### src/rtl/ifu_predec_buf.sv
// Pre-decode FIFO between fetch and dispatch: classifies branch/jump, extracts
// rs1/rs2 and the branch immediate, and makes a static prediction at push time.
// Optional same-cycle bypass when the buffer is empty: define IFU_PREDEC_BYPASS_EN.
module ifu_predec_buf #(
    parameter int PC_SIZE = 32,
    parameter int DEPTH   = 2
) (
    input  logic                     clk,
    input  logic                     rst_n,
    input  logic                     i_valid,
    output logic                     i_ready,
    input  logic [31:0]              i_instr,
    input  logic [PC_SIZE-1:0]       i_pc,
    input  logic                     i_flush,
    output logic                     o_valid,
    input  logic                     o_ready,
    output logic [31:0]              o_instr,
    output logic [PC_SIZE-1:0]       o_pc,
    output logic [4:0]               o_rs1idx,
    output logic [4:0]               o_rs2idx,
    output logic                     o_bjp,
    output logic                     o_jal,
    output logic                     o_jalr,
    output logic                     o_bxx,
    output logic [31:0]              o_bjp_imm,
    output logic                     o_prdt_taken,
    output logic [PC_SIZE-1:0]       o_prdt_pc,
    output logic [$clog2(DEPTH):0]   o_count
);

    localparam int AW    = $clog2(DEPTH);
    localparam int PTR_W = AW + 1;

    // ------------------------------------------------------------------
    // Input-side mini decode
    // ------------------------------------------------------------------
    logic [6:0]         opcode;
    logic               dec_jal;
    logic               dec_jalr;
    logic               dec_bxx;
    logic [31:0]        imm_j;
    logic [31:0]        imm_i;
    logic [31:0]        imm_b;
    logic [31:0]        dec_imm;
    logic [PC_SIZE-1:0] imm_pc;
    logic [PC_SIZE-1:0] pc_plus_imm;
    logic [PC_SIZE-1:0] pc_plus_4;
    logic               dec_taken;
    logic [PC_SIZE-1:0] dec_prdt_pc;

    assign opcode   = i_instr[6:0];
    assign dec_jal  = (opcode == 7'b1101111);
    assign dec_jalr = (opcode == 7'b1100111);
    assign dec_bxx  = (opcode == 7'b1100011);

    assign imm_j = {{12{i_instr[31]}}, i_instr[19:12], i_instr[20], i_instr[30:21], 1'b0};
    assign imm_i = {{20{i_instr[31]}}, i_instr[31:20]};
    assign imm_b = {{20{i_instr[31]}}, i_instr[7], i_instr[30:25], i_instr[11:8], 1'b0};

    always_comb begin
        dec_imm = 32'h0;
        if (dec_jal) begin
            dec_imm = imm_j;
        end else if (dec_jalr) begin
            dec_imm = imm_i;
        end else if (dec_bxx) begin
            dec_imm = imm_b;
        end
    end

    // Immediate is truncated or sign-extended to the PC width before adding.
    generate
        if (PC_SIZE <= 32) begin : g_imm_trunc
            assign imm_pc = dec_imm[PC_SIZE-1:0];
        end else begin : g_imm_sext
            assign imm_pc = {{(PC_SIZE-32){dec_imm[31]}}, dec_imm};
        end
    endgenerate

    assign pc_plus_imm = i_pc + imm_pc;
    assign pc_plus_4   = i_pc + PC_SIZE'(4);

    // Backward conditional branches predicted taken; JALR target is the bare
    // immediate, the fetch unit adds x[rs1] itself.
    assign dec_taken = dec_jal | dec_jalr | (dec_bxx & dec_imm[31]);

    always_comb begin
        dec_prdt_pc = pc_plus_4;
        if (dec_jalr) begin
            dec_prdt_pc = imm_pc;
        end else if (dec_jal || (dec_bxx && dec_imm[31])) begin
            dec_prdt_pc = pc_plus_imm;
        end
    end

    // ------------------------------------------------------------------
    // FIFO storage and pointers
    // ------------------------------------------------------------------
    logic [31:0]        mem_instr   [DEPTH];
    logic [PC_SIZE-1:0] mem_pc      [DEPTH];
    logic               mem_jal     [DEPTH];
    logic               mem_jalr    [DEPTH];
    logic               mem_bxx     [DEPTH];
    logic [31:0]        mem_imm     [DEPTH];
    logic               mem_taken   [DEPTH];
    logic [PC_SIZE-1:0] mem_prdt_pc [DEPTH];

    logic [PTR_W-1:0] wr_ptr;
    logic [PTR_W-1:0] rd_ptr;
    logic [AW-1:0]    wr_idx;
    logic [AW-1:0]    rd_idx;
    logic             empty;
    logic             full;
    logic             bypass;
    logic             fifo_valid;
    logic             push;
    logic             pop;

    assign wr_idx = wr_ptr[AW-1:0];
    assign rd_idx = rd_ptr[AW-1:0];
    assign empty  = (wr_ptr == rd_ptr);
    assign full   = (wr_ptr[AW] != rd_ptr[AW]) && (wr_idx == rd_idx);

`ifdef IFU_PREDEC_BYPASS_EN
    assign bypass = empty && i_valid && o_ready && !i_flush;
`else
    assign bypass = 1'b0;
`endif

    // Handshake: a beat transfers on an edge where valid && ready are both high.
    // i_ready and the FIFO-side o_valid come only from registered pointers and
    // i_flush, so there is no o_ready -> i_ready path; a full buffer refuses a
    // push even when the head is popped in the same cycle.
    assign i_ready    = !full && !i_flush;
    assign fifo_valid = !empty && !i_flush;
    assign o_valid    = fifo_valid || bypass;
    assign push       = i_valid && i_ready && !bypass;
    assign pop        = fifo_valid && o_ready;
    assign o_count    = wr_ptr - rd_ptr;

    always_ff @(posedge clk or negedge rst_n) begin
        if (!rst_n) begin
            wr_ptr <= '0;
            rd_ptr <= '0;
        end else if (i_flush) begin
            wr_ptr <= '0;
            rd_ptr <= '0;
        end else begin
            if (push) begin
                wr_ptr <= wr_ptr + PTR_W'(1);
            end
            if (pop) begin
                rd_ptr <= rd_ptr + PTR_W'(1);
            end
        end
    end

    // Payload storage is deliberately left unreset.
    always_ff @(posedge clk) begin
        if (push) begin
            mem_instr[wr_idx]   <= i_instr;
            mem_pc[wr_idx]      <= i_pc;
            mem_jal[wr_idx]     <= dec_jal;
            mem_jalr[wr_idx]    <= dec_jalr;
            mem_bxx[wr_idx]     <= dec_bxx;
            mem_imm[wr_idx]     <= dec_imm;
            mem_taken[wr_idx]   <= dec_taken;
            mem_prdt_pc[wr_idx] <= dec_prdt_pc;
        end
    end

    // ------------------------------------------------------------------
    // Output select: bypassed input, FIFO head, or all-zero when idle
    // ------------------------------------------------------------------
    always_comb begin
        o_instr      = 32'h0;
        o_pc         = '0;
        o_jal        = 1'b0;
        o_jalr       = 1'b0;
        o_bxx        = 1'b0;
        o_bjp_imm    = 32'h0;
        o_prdt_taken = 1'b0;
        o_prdt_pc    = '0;
        if (bypass) begin
            o_instr      = i_instr;
            o_pc         = i_pc;
            o_jal        = dec_jal;
            o_jalr       = dec_jalr;
            o_bxx        = dec_bxx;
            o_bjp_imm    = dec_imm;
            o_prdt_taken = dec_taken;
            o_prdt_pc    = dec_prdt_pc;
        end else if (fifo_valid) begin
            o_instr      = mem_instr[rd_idx];
            o_pc         = mem_pc[rd_idx];
            o_jal        = mem_jal[rd_idx];
            o_jalr       = mem_jalr[rd_idx];
            o_bxx        = mem_bxx[rd_idx];
            o_bjp_imm    = mem_imm[rd_idx];
            o_prdt_taken = mem_taken[rd_idx];
            o_prdt_pc    = mem_prdt_pc[rd_idx];
        end
    end

    assign o_rs1idx = o_instr[19:15];
    assign o_rs2idx = o_instr[24:20];
    assign o_bjp    = o_jal | o_jalr | o_bxx;

endmodule

### config.mk
export PLATFORM = sky130hd
export DESIGN_NAME = ifu_predec_buf
export DESIGN_NICKNAME = d
export VERILOG_FILES = /design/src/rtl/ifu_predec_buf.sv
export SDC_FILE = /design/constraint.sdc
export NUM_CORES = 1
export LEC_CHECK = 0
export ABC_AREA = 1
export CAP_MARGIN = 20
export CORE_AREA = 2 2 215 217
export DETAILED_ROUTE_END_ITERATION = 12
export DIE_AREA = 0 0 217 219
export MAX_ROUTING_LAYER = met4
export PLACE_DENSITY = 0.45
export SETUP_SLACK_MARGIN = 0.2
export SLEW_MARGIN = 20
export SYNTH_ARGS = -nofsm -noshare
export SYNTH_HDL_FRONTEND = slang
export SYNTH_SLANG_ARGS = --single-unit
### constraint.sdc
create_clock -name clk -period 8.85 [get_ports clk]
set_input_delay 0.885 -clock clk [delete_from_list [all_inputs] [get_ports clk]]
set_output_delay 0.885 -clock clk [all_outputs]
set_load 0.01 [all_outputs]
==> impl_metrics.py <==
metrics = {
    "timing": {
        "maxClockFrequency_ghz": 0.1977,
        "rsz0062_at_grt": "no",
        "worst_slack_ps": 3792,
        "finClkSkew_ps": 15.50,
        "tns_ps": 0,
        "slew_viol_final": 0,
        "finalCritPeriodShare_pct": 57.15,
        "worstMarginPinSlew_ps": 980.2,
        "finalCriticalPeriod_ps": 5058,
        "setup_violations": 0,
        "relSlewSlack_pct": 34.66,
        "hold_viol": 0,
    },
    "place": {
        "place_area_um2": 16020,
        "place.gp.congestion": 0.8837,
        "post-place-ws_ps": 3682,
        "port_buffers": 215,
        "place_hpwl_um": 32060,
    },
    "clock_tree": {
        "htree_levels": 1,
        "numCtsBuffers": 29,
        "cts_hold_repair.buffers": 0,
        "cts_resized": 0,
        "cts_root_buf": "clkbuf_16",
        "clockBufferDepth": 3,
        "clk_latency_ps": 580,
        "cts_tree": "yes",
        "cts_setup_buffers": 0,
        "clock-sinks": 246,
        "path_clk_slew_ps": 60,
    },
    "critical_path": {
        "arrival_ps": 4170,
        "r2r_slack_ps": 5580,
        "crit_path_max_fanout": 75,
        "critical-path-top-delay-family": "buffers and inverters",
        "endpoint_kind": "output port",
        "cp_slowest_cell": "dfrtp_4",
        "critPathRequiredTime_ps": 7970,
        "path_cells": "ha_1 -> inv_1 -> or2_2 -> nand2_4 -> buf_4 -> a21oi_1 -> clkdlybuf4s50_1",
        "slowest_delay_ps": 710,
        "crit_type": "reg -> out",
        "start_kind": "flip-flop",
        "cp_num_buf_inv": 3,
    },
    "die": {
        "die_w_um": 217,
        "ioPinCount": 216,
        "die_h_um": 219,
        "die_area_um2": 47520,
        "start_util_pct": 29.75,
        "core_um2": 45090,
        "rows": 78,
    },
    "route": {
        "first_pass_iters": 5,
        "avgViaCountPerCell": 4.590,
        "routed-via-count": 10870,
        "finalWirelength_um": 45040,
        "wl_per_cell_um": 19.01,
        "drt.antenna.violating_nets": 0,
        "dr.first_iter.drc_count": 828,
        "route.detailed.drc": 0,
    },
    "logic_synthesis": {
        "netlist_top_cells_area": "edfxtp_1 (54%), nand2_1 (17%), a21oi_1 (5.9%)",
        "synthMuxAreaShare_pct": 0,
        "synth_top_family_by_area": "simple AND/OR/NAND/NOR gates",
        "yosys_warnings": 0,
        "synth_simple_gate_area_share_pct": 23.61,
        "synth-xor-area-share_pct": 1.959,
        "synth_compound_area_share_pct": 8.133,
        "postSynthCellCount": 1563,
        "ys_seq_area_share_pct": 54.92,
        "syn_area_per_cell_um2": 8.583,
        "ys_types": 42,
        "yosysTopAreaCellShare_pct": 54.17,
        "syn_nets": 1667,
        "synthAdderAreaFrac_pct": 3.320,
        "netlist_area_um2": 13420,
        "ys_ff_latch": 246,
        "yosys.area.top_type": "edfxtp_1",
    },
    "hold_path": {
        "min_path_type": "reg -> reg",
    },
    "grt": {
        "grt_pass1_wl_um": 66790,
        "grt_usage_pct": 19.27,
        "grt_pass1_vias": 10560,
        "grt_start_max_net_pins": 123,
        "overflow": 0,
        "antenna_found_initial": 0,
    },
    "pwr": {
        "irDropWorstVdd_mv": 0.1298,
        "powerDensity_nw_per_um2": 184.0,
        "leakagePower_nw": 7.100,
    },
    "final_layout": {
        "area_delta_synth_final_pct": 26.45,
        "drive_gt1_share_pct": 4.070,
        "fillers": 4656,
        "postLayoutCellArea_um2": 16960,
        "fin_nets": 1850,
        "diodes": 0,
    },
    "flow_run": {
        "cap_violations": 0,
    },
    "outcome": {
        "status": "completed",
    },
}
-- final timing paths --
kind	cells past startpoint	end	start
max reg2reg	8	mem_pc[0][26]	rd_ptr[0]
min reg2reg	1	wr_ptr[1]	wr_ptr[1]
min in group asynchronous	1	wr_ptr[0]	rst_n
min	1	wr_ptr[1]	wr_ptr[1]
max	7	o_prdt_pc[9]	rd_ptr[0]
max in group asynchronous	1	rd_ptr[0]	rst_n
-- layout by cell type, fill, tap and decap left out, drive strengths merged, types with 2 or more instances in the layout --
cell	synthesis	routed
or2	6	6
o21bai	3	3
nand3	57	57
edfxtp	242	242
a21oi	158	158
nor2	98	98
xnor2	7	7
clkbuf	29	35
inv	178	180
nor3b	2	2
a21o	2	2
buf	44	10
a31oi	4	4
clkdlybuf4s50	0	215
bufinv	0	3
a22oi	4	4
nand3b	2	2
xor2	23	23
nand4	9	9
dfrtp	4	4
nor3	17	17
o22ai	3	3
nand2	597	597
o21ai	30	30
clkinv	2	15
a21boi	3	3
ha	34	34
-- power by group --
part           switching (W)  leakage, nW  internal, W
registers          0.0000238         2.30      0.00133
logic               0.000362         4.35     0.000239
clock network       0.000474        0.448     0.000687
total               0.000860         7.10      0.00226
-- worst reg2reg max path, cell delays in order (launching register included) --
cell	delay, ps
dfrtp_4	810
ha_1	370
nand2_1	70
nand2_1	40
inv_1	70
nand2_1	140
nor2_4	100
buf_4	480
buf_4	730
-- registers in the layout, indices dropped and copies added (netlist names), 42 cells and up --
name,count
mem_prdt_pc,64
mem_pc,64
mem_imm,42
mem_instr,64
-- final cells by class --
cell class / instances / area (µm²) / area share, %
Timing Repair Buffer: 225 / 2252 / 13.28
Inverter: 180 / 678.2 / 3.998
Clock inverter: 19 / 175.2 / 1.033
Tap cell: 600 / 750.7 / 4.425
Clock buffer: 35 / 748.2 / 4.411
Multi-Input combinational cell: 1064 / 4989 / 29.41
Sequential cell: 246 / 7371 / 43.45
-- through the flow --
stage | hold WS (ps) | power, W | util (%) | instances
finish | 512.5 | 0.003121 | 37.62 | 2369
global route | 524.4 | 0.003267 | 37.62 | 2369
CTS | 512.8 | 0.003173 | 37.58 | 2368
detailed placement | 505.5 | 0.001998 | 35.53 | 2314
global placement | 505.4 | 0.001997 | 35.53 | 2314
floorplan | 481.2 | 0.001685 | - | 1563
-- layer usage --
layer	up-vias	GRT usage, %	routed length [µm]	share of wire, %
met5	-	-	0	0
met1	5104	24.67	20120	45
li1	5458	-	-	-
met3	44	2.869	2213	4.9
met4	0	3.014	608	1.4
met2	267	32.92	22100	49
-- cells in the mapped netlist, drive strengths merged --
master and number:
nand2 597, edfxtp 242, inv 178, a21oi 158, nor2 98, nand3 57, buf 44, ha 34
o21ai 30, clkbuf 29, xor2 23, nor3 17, nand4 9, xnor2 7, or2 6, a22oi 4
a31oi 4, dfrtp 4, a21boi 3, o21bai 3, o22ai 3, a21o 2, clkinv 2, nand3b 2
nor3b 2, a22o 1, and2 1, and3 1, fa 1, o211ai 1
-- cell families after synthesis --
group / after synthesis
and+or+nand+nor: 790
xor gates and xnor gates: 30
adders and majority gates: 35
DFF: 246
AOI/OAI and AO/OA: 209
buffers and inverters: 253
Power figures use the tool's default switching activity.
